===== config.mk =====
export PLATFORM = sky130hd
export DESIGN_NAME = weight_rd_responder
export DESIGN_NICKNAME = d
export VERILOG_FILES = /design/src/rtl/weight_rd_responder.sv
export SDC_FILE = /design/constraint.sdc
export NUM_CORES = 1
export LEC_CHECK = 0
export CORE_AREA = 3 3 161 163
export CTS_CLUSTER_SIZE = 8
export DETAILED_ROUTE_END_ITERATION = 7
export DIE_AREA = 0 0 164 166
export GPL_ROUTABILITY_DRIVEN = 0
export PLACE_DENSITY = 0.89
export SLEW_MARGIN = 20
export SYNTH_ARGS = -nofsm -noshare
export SYNTH_HDL_FRONTEND = slang
export SYNTH_SLANG_ARGS = --single-unit

===== constraint.sdc =====
create_clock -name clk -period 4.6 [get_ports clk]
set_clock_uncertainty 0.2 [all_clocks]
set_input_delay 0.69 -clock clk [delete_from_list [all_inputs] [get_ports clk]]
set_output_delay 0.69 -clock clk [all_outputs]
set_load 0.02 [all_outputs]

===== src/rtl/weight_rd_responder.sv =====
// Responder for word read requests against a fixed-latency weight SRAM.
// Responses come back in order through a FIFO sized to cover every outstanding request.
module weight_rd_responder #(
  parameter int unsigned        ADDR_W     = 32,
  parameter int unsigned        DATA_W     = 32,
  parameter int unsigned        MEM_DEPTH  = 1024,
  parameter int unsigned        RD_LAT     = 2,
  parameter int unsigned        FIFO_DEPTH = 4,
  parameter logic [ADDR_W-1:0]  BASE_ADDR  = '0
) (
  input  logic                         clk,
  input  logic                         rst_n,
  input  logic                         req_req,
  input  logic [ADDR_W-1:0]            req_addr,
  input  logic                         req_vld,
  output logic                         req_rdy,
  output logic [ADDR_W-1:0]            rsp_addr,
  output logic [DATA_W-1:0]            rsp_data,
  output logic                         rsp_vld,
  input  logic                         rsp_rdy,
  output logic                         mem_en,
  output logic [$clog2(MEM_DEPTH)-1:0] mem_addr,
  input  logic [DATA_W-1:0]            mem_rdata,
  output logic                         err,
  input  logic                         err_clr,
  output logic                         busy
);

  localparam int unsigned MemAw = $clog2(MEM_DEPTH);
  localparam int unsigned PtrW  = $clog2(FIFO_DEPTH);
  localparam int unsigned CntW  = $clog2(FIFO_DEPTH + 1);
  localparam logic [ADDR_W-1:0] MemBytes = ADDR_W'(MEM_DEPTH * 4);

  logic [CntW-1:0]   outst_q, outst_d;
  logic              accept, pop, push, bad;
  logic [ADDR_W-1:0] off;
  logic              err_q, err_d;

  logic [RD_LAT-1:0] tag_vld_q, tag_bad_q;
  logic [ADDR_W-1:0] tag_addr_q [RD_LAT];

  logic [PtrW:0]     wr_ptr_q, rd_ptr_q;
  logic [ADDR_W-1:0] fifo_addr_q [FIFO_DEPTH];
  logic [DATA_W-1:0] fifo_data_q [FIFO_DEPTH];
  logic [DATA_W-1:0] push_data;

  // Gated by rst_n so nothing can be accepted while reset is held.
  assign req_rdy  = rst_n & req_req & (outst_q < CntW'(FIFO_DEPTH));
  assign accept   = req_req & req_vld & req_rdy;
  assign off      = req_addr - BASE_ADDR;
  assign bad      = (off[1:0] != 2'b00) | (off >= MemBytes);
  assign mem_en   = accept & ~bad;
  assign mem_addr = mem_en ? off[2 +: MemAw] : '0;

  assign push      = tag_vld_q[RD_LAT-1];
  assign push_data = tag_bad_q[RD_LAT-1] ? '0 : mem_rdata;

  assign rsp_vld  = (wr_ptr_q != rd_ptr_q);
  assign pop      = rsp_vld & rsp_rdy;
  assign rsp_addr = fifo_addr_q[rd_ptr_q[PtrW-1:0]];
  assign rsp_data = fifo_data_q[rd_ptr_q[PtrW-1:0]];

  assign err  = err_q;
  assign busy = (outst_q != '0);

  always_comb begin
    outst_d = outst_q;
    if (accept && !pop) begin
      outst_d = outst_q + 1'b1;
    end else if (pop && !accept) begin
      outst_d = outst_q - 1'b1;
    end
  end

  // A new error in the same cycle outranks the clear.
  always_comb begin
    err_d = err_q;
    if (accept && bad) begin
      err_d = 1'b1;
    end else if (err_clr) begin
      err_d = 1'b0;
    end
  end

  always_ff @(posedge clk or negedge rst_n) begin
    if (!rst_n) begin
      outst_q <= '0;
      err_q   <= 1'b0;
    end else begin
      outst_q <= outst_d;
      err_q   <= err_d;
    end
  end

  // Tag pipeline tracks each accepted request until its SRAM data is valid.
  always_ff @(posedge clk or negedge rst_n) begin
    if (!rst_n) begin
      tag_vld_q <= '0;
      tag_bad_q <= '0;
      for (int i = 0; i < int'(RD_LAT); i++) begin
        tag_addr_q[i] <= '0;
      end
    end else begin
      tag_vld_q[0]  <= accept;
      tag_bad_q[0]  <= bad;
      tag_addr_q[0] <= req_addr;
      for (int i = 1; i < int'(RD_LAT); i++) begin
        tag_vld_q[i]  <= tag_vld_q[i-1];
        tag_bad_q[i]  <= tag_bad_q[i-1];
        tag_addr_q[i] <= tag_addr_q[i-1];
      end
    end
  end

  // The outstanding limit guarantees a free entry whenever push is high.
  always_ff @(posedge clk or negedge rst_n) begin
    if (!rst_n) begin
      wr_ptr_q <= '0;
      rd_ptr_q <= '0;
      for (int i = 0; i < int'(FIFO_DEPTH); i++) begin
        fifo_addr_q[i] <= '0;
        fifo_data_q[i] <= '0;
      end
    end else begin
      if (push) begin
        fifo_addr_q[wr_ptr_q[PtrW-1:0]] <= tag_addr_q[RD_LAT-1];
        fifo_data_q[wr_ptr_q[PtrW-1:0]] <= push_data;
        wr_ptr_q <= wr_ptr_q + 1'b1;
      end
      if (pop) begin
        rd_ptr_q <= rd_ptr_q + 1'b1;
      end
    end
  end

endmodule

**Yosys cells after proc, flatten, opt, wreduce, memory -nomap -nowiden**

Index checks and enable logic that the tools add are counted.

- Flip-flop bits (word level): 334
- Bits of input ports: 70
- Output and inout bits: 79
- Logic and storage cells: 62

- $add $sub $neg: 4
- Magnitude comparators: 5
- Equality and inequality tests: 1
- Mux-type cells: 16
- Bitwise gates (word level): 10
- Reductions and logical operators: 10

Operators with widths:

| operator | number |
|---|---|
| 128-bit bitwise mux | 2 |
| 32-bit 2-to-1 mux | 6 |
| 32-bit binary-select mux with 2-bit select | 2 |
| 32-bit demux with 2-bit select | 1 |
| 32-bit by 13-bit >= comparator with 1-bit output, second input constant | 1 |
| 10-bit 2-to-1 mux | 1 |
| 3-bit by 1-bit adder with 3-bit output, second input constant | 3 |
| 1-bit bitwise AND | 6 |
| 3-bit >= comparator, second input constant | 2 |
| 3-bit 2-to-1 mux | 2 |
| 2-bit NOT with 3-bit output | 2 |
| 2-bit nonzero test | 3 |
| 1-bit logical AND | 4 |
| 3-bit by 1-bit < comparator with 1-bit output, second input constant | 1 |
| 3-bit < comparator, second input constant | 1 |
| 3-bit != test | 1 |
| 3-bit nonzero test | 1 |
| 3-bit by 1-bit subtractor with 3-bit output, second input constant | 1 |
| 1-bit zero test | 2 |
| 1-bit 2-to-1 mux | 2 |
| 1-bit NOT | 1 |
| 1-bit bitwise OR | 1 |

**Depth between registers and ports, before layout**

- Depth in word-level cells: 7
- Mapped depth: 9
- Mapped depth without buffers: 9

**Worst setup path after synthesis**

OpenSTA, ideal clock, no wires.

- Path kind: in2out
- From: input port req_req
- To: output port mem_addr[0]
- Arrival time: 2.014 ns
- Data required time: 3.710 ns
- Setup slack: 1.696 ns
- Stages on the path: 4
- Path buffers: 1
- Path through: and3b_1 nand2_1 clkbuf_1 nor4_1

- Word-level cells in the longest chain between the ends: 5
- Elaborated cells on any way between the ends: 6
- Those cells by class: 1 x mux; 5 x bitwise

RTL lines:

| element | RTL line | source |
|---|---|---|
| start, declared | 13 | `input logic req_req,` |
| 1-bit bitwise AND (2 in series) | 48 | `assign req_rdy = rst_n & req_req & (outst_q < CntW'(FIFO_DEPTH));` |
| 1-bit bitwise AND (*) | 49 | `assign accept = req_req & req_vld & req_rdy;` |
| 1-bit bitwise AND (*) | 52 | `assign mem_en = accept & ~bad;` |
| 10-bit 2-to-1 mux (*) | 53 | `assign mem_addr = mem_en ? off[2 +: MemAw] : '0;` |
| end, declared | 22 | `output logic [$clog2(MEM_DEPTH)-1:0] mem_addr,` |

Every way passes the cells marked *; elsewhere a longest branch is shown, timed or not.

**Worst setup path after layout**

- From: input port rst_n
- To: output port mem_addr[0]

- Word-level cells in the longest chain between the ends: 5

RTL lines:

| element | RTL line | source |
|---|---|---|
| start, declared | 12 | `input logic rst_n,` |
| 1-bit bitwise AND (2 in series) | 48 |  |
| 1-bit bitwise AND | 49 |  |
| 1-bit bitwise AND | 52 |  |
| 10-bit 2-to-1 mux | 53 |  |

No other way between the ends.

==> impl_metrics.tcl <==
set metrics [dict create \
    hold_path.class "flip-flop to flip-flop" \
    setup_viol 0 \
    cts.path.max_buffers 3 \
    tightestPinTransition_ns 0.994 \
    via_count 8045 \
    hpwl_mm 17.4 \
    ys_warn_count 0 \
    synth_area_um2 13400 \
    cp_max_fo 50 \
    worstReg2RegStart "rd_ptr_q[0]$_DFFE_PN0P_" \
    ys_seq_area_share_pct 62.2 \
    gr-total-overflow 0 \
    startpoint "rst_n" \
    leakage_nw 7.31 \
    status "finished, final reports clean" \
    maxSlewViolCount 0 \
    start_util_pct 54.9 \
    avgSynthCellArea_um2 14.2 \
    fmaxAchievable_ghz 0.248 \
    synth.area.top_cells "dfrtp_1, mux2_2, mux4_2, o21ai_0, nand2_1" \
    die_h_um 166 \
    clock_sink_count 334 \
    rsz0062_at_grt "no" \
    critPathRequiredTime_ns 3.71 \
    grt_first_pass_wirelength_mm 47.2 \
    viasPerCell 5.63 \
    synth_top_cell_by_area "dfrtp_1" \
    syn_nets 1024 \
    maxSlewHeadroom_pct 33.7 \
    vdd_drop_max_v 0.000523 \
    area_delta_synth_final_pct 22.0 \
    grt_usage_pct 21.7 \
    port_buffers 148 \
    min_period_ns 4.04 \
    drive_gt1_share_pct 24.6 \
    hp-start "tag_addr_q[49]$_DFF_PN0_" \
    post_cts_buffers 0 \
    grt_max_degree 80 \
    antenna_left 0 \
    fin_nets 1177 \
    start_kind "input port" \
    crit_type "input port to output pin" \
    total_power_w 0.0124 \
    clockRootBuffer "clkbuf_16" \
    totalNegativeSetupSlack_ns 0 \
    fillers 1639 \
    yosys_register_bits 334 \
    drt_pre_antenna_iters 4 \
    drc 0 \
    ys_types 31 \
    antenna_found_initial 0 \
    yosysTopAreaCellShare_pct 62.2 \
    r2r_slack_ns 1.73 \
    critPathArrivalTime_ns 3.15 \
    cts_tree "yes" \
    cts_max_level 2 \
    drv_cap 0 \
    die_x_um 164 \
    worstSetupEndpointType "output pin" \
    grt_pass1_vias 8981 \
    cts.clk_slew.worst_paths_ns 0.05 \
    wl_mm 28.6 \
    num_rows 57 \
    core_region_area_um2 24500 \
    die_area_um2 27200 \
    io_pins 149 \
    syn_inst 947 \
    period_share_pct 87.8 \
    clock_latency_ns 0.54 \
    final-hold-violation-count 0 \
    cts_buffers 47 \
    power.density_nw_per_um2 757 \
    antennaDiodeCount 0 \
    first_iter_violations 464 \
    wire_per_inst_um 20.0 \
]
worst max-delay path: stages:
cell	delay, ns
dlygate4sd3_1	0.56
buf_8	0.33
and3b_1	0.25
nand2_1	0.24
nor4_1	0.38
clkdlybuf4s50_1	0.67
cell usage in the layout (no fill, tap or decap), drive strengths merged:
master | synthesis | final
nor2 | 2 | 2
o31ai | 2 | 2
dfrtp | 334 | 334
a211o | 1 | 1
and3b | 1 | 1
a21boi | 1 | 1
o21ai | 129 | 129
inv | 14 | 15
nand2b | 32 | 32
ha | 6 | 6
or2 | 1 | 1
clkinv | 0 | 1
mux4 | 64 | 64
nand4 | 1 | 1
nor4 | 15 | 15
nor3 | 2 | 2
or3 | 2 | 2
nor2b | 1 | 1
dlygate4sd3 | 0 | 1
xor2 | 6 | 6
xnor2 | 3 | 3
o21a | 1 | 1
clkdlybuf4s50 | 0 | 147
nand2 | 137 | 137
mux2 | 130 | 130
fa | 1 | 1
clkbuf | 15 | 51
buf | 46 | 17
registers in the layout (all words and copies together) (netlist names):
| register | cells |
|---|---|
| rd_ptr_q | 3 |
| tag_bad_q | 2 |
| tag_addr_q | 64 |
| tag_vld_q | 2 |
| err | 1 |
| fifo_data_q | 128 |
| outst_q | 3 |
| wr_ptr_q | 3 |
| fifo_addr_q | 128 |
layout make-up:
class | instances | area [µm²] | share of cell area, %
tap | 324 | 405 | 2.47
clock inverter | 2 | 50.0 | 0.305
multi-input combinational | 538 | 4680 | 28.6
clock buffer | 51 | 1220 | 7.45
timing repair buffer | 165 | 1620 | 9.86
sequential | 334 | 8370 | 51.0
inverter | 14 | 52.6 | 0.320
what timing repair did:
| action | 4_1_cts | 5_1_grt |
|---|---|---|
| hold endpoints to repair | 47 | 0 |
| hold buffers | 1 | 0 |
| resized for setup | 0 | 0 |
cells by family (layout without fill, tap and decap cells):
logic type                 Yosys count  count (layout)  synth area share, %
DFF                                334             334                 62.2
muxes                              194             194                 21.6
and+or+nand+nor                    194             194                 6.44
AOI/OAI and AO/OA                  134             134                 5.19
buffers and inverters               75             232                 3.19
xor gates and xnor gates             9               9                0.642
adders and majority gates            7               7                0.707
layer usage:
metal | routed length, µm | part of all wire [%] | global-route usage [%] | up-vias
met1 | 11500 | 40 | 28.7 | 4147
li1 | - | - | - | 3624
met4 | 421 | 1.5 | 5.41 | 0
met2 | 14900 | 52 | 37.0 | 237
met3 | 1790 | 6.3 | 4.71 | 37
met5 | 0 | 0 | 0 | -
metrics by stage:
stage	setup slack, ns	cell area, µm²	cells	hold slack [ns]	utilization, %
2_1_floorplan	1.70	13400	947	0.131	-
3_3_place_gp	0.870	15100	1374	0.132	61.8
3_5_place_dp	0.608	15100	1374	0.136	61.8
4_1_cts	0.558	16400	1428	0.142	67.0
5_1_grt	0.442	16400	1428	0.146	67.0
6_report	0.563	16400	1428	0.139	67.0
synth_stat cells:
library cell / n
nand4_1: 1
nor3_1: 2
nor2b_1: 1
xor2_1: 5
dfrtp_1: 334
inv_1: 14
mux2_4: 1
clkbuf_1: 15
buf_12: 5
a21boi_0: 1
mux4_2: 64
xnor2_1: 3
nor4_1: 15
buf_2: 38
or3_1: 2
o31ai_1: 1
buf_4: 1
mux2_2: 129
a211o_1: 1
nand2_1: 137
o21a_1: 1
nand2b_1: 32
ha_1: 6
xor2_2: 1
nor2_1: 2
o21ai_0: 129
and3b_1: 1
buf_6: 2
fa_1: 1
o31ai_4: 1
or2_2: 1
final timing paths:
| kind | endpoint | cells after the start |
|---|---|---|
| min in group asynchronous | fifo_addr_q[51]$_DFFE_PN0P_ | 2 |
| min | tag_addr_q[17]$_DFF_PN0_ | 0 |
| min reg2reg | tag_addr_q[17]$_DFF_PN0_ | 0 |
| max | mem_addr[0] | 6 |
| max reg2reg | outst_q[2]$_DFFE_PN0P_ | 8 |
| max in group asynchronous | rd_ptr_q[0]$_DFFE_PN0P_ | 4 |
where the power goes:
| group | total, W | internal [W] | leakage, nW | switching [W] |
|---|---|---|---|---|
| sequential | 0.00484 | 0.00410 | 4.06 | 0.000737 |
| clock | 0.00302 | 0.00186 | 0.622 | 0.00116 |
| combinational | 0.00455 | 0.00249 | 2.63 | 0.00206 |
No activity file was read; power rests on OpenSTA's default activity.
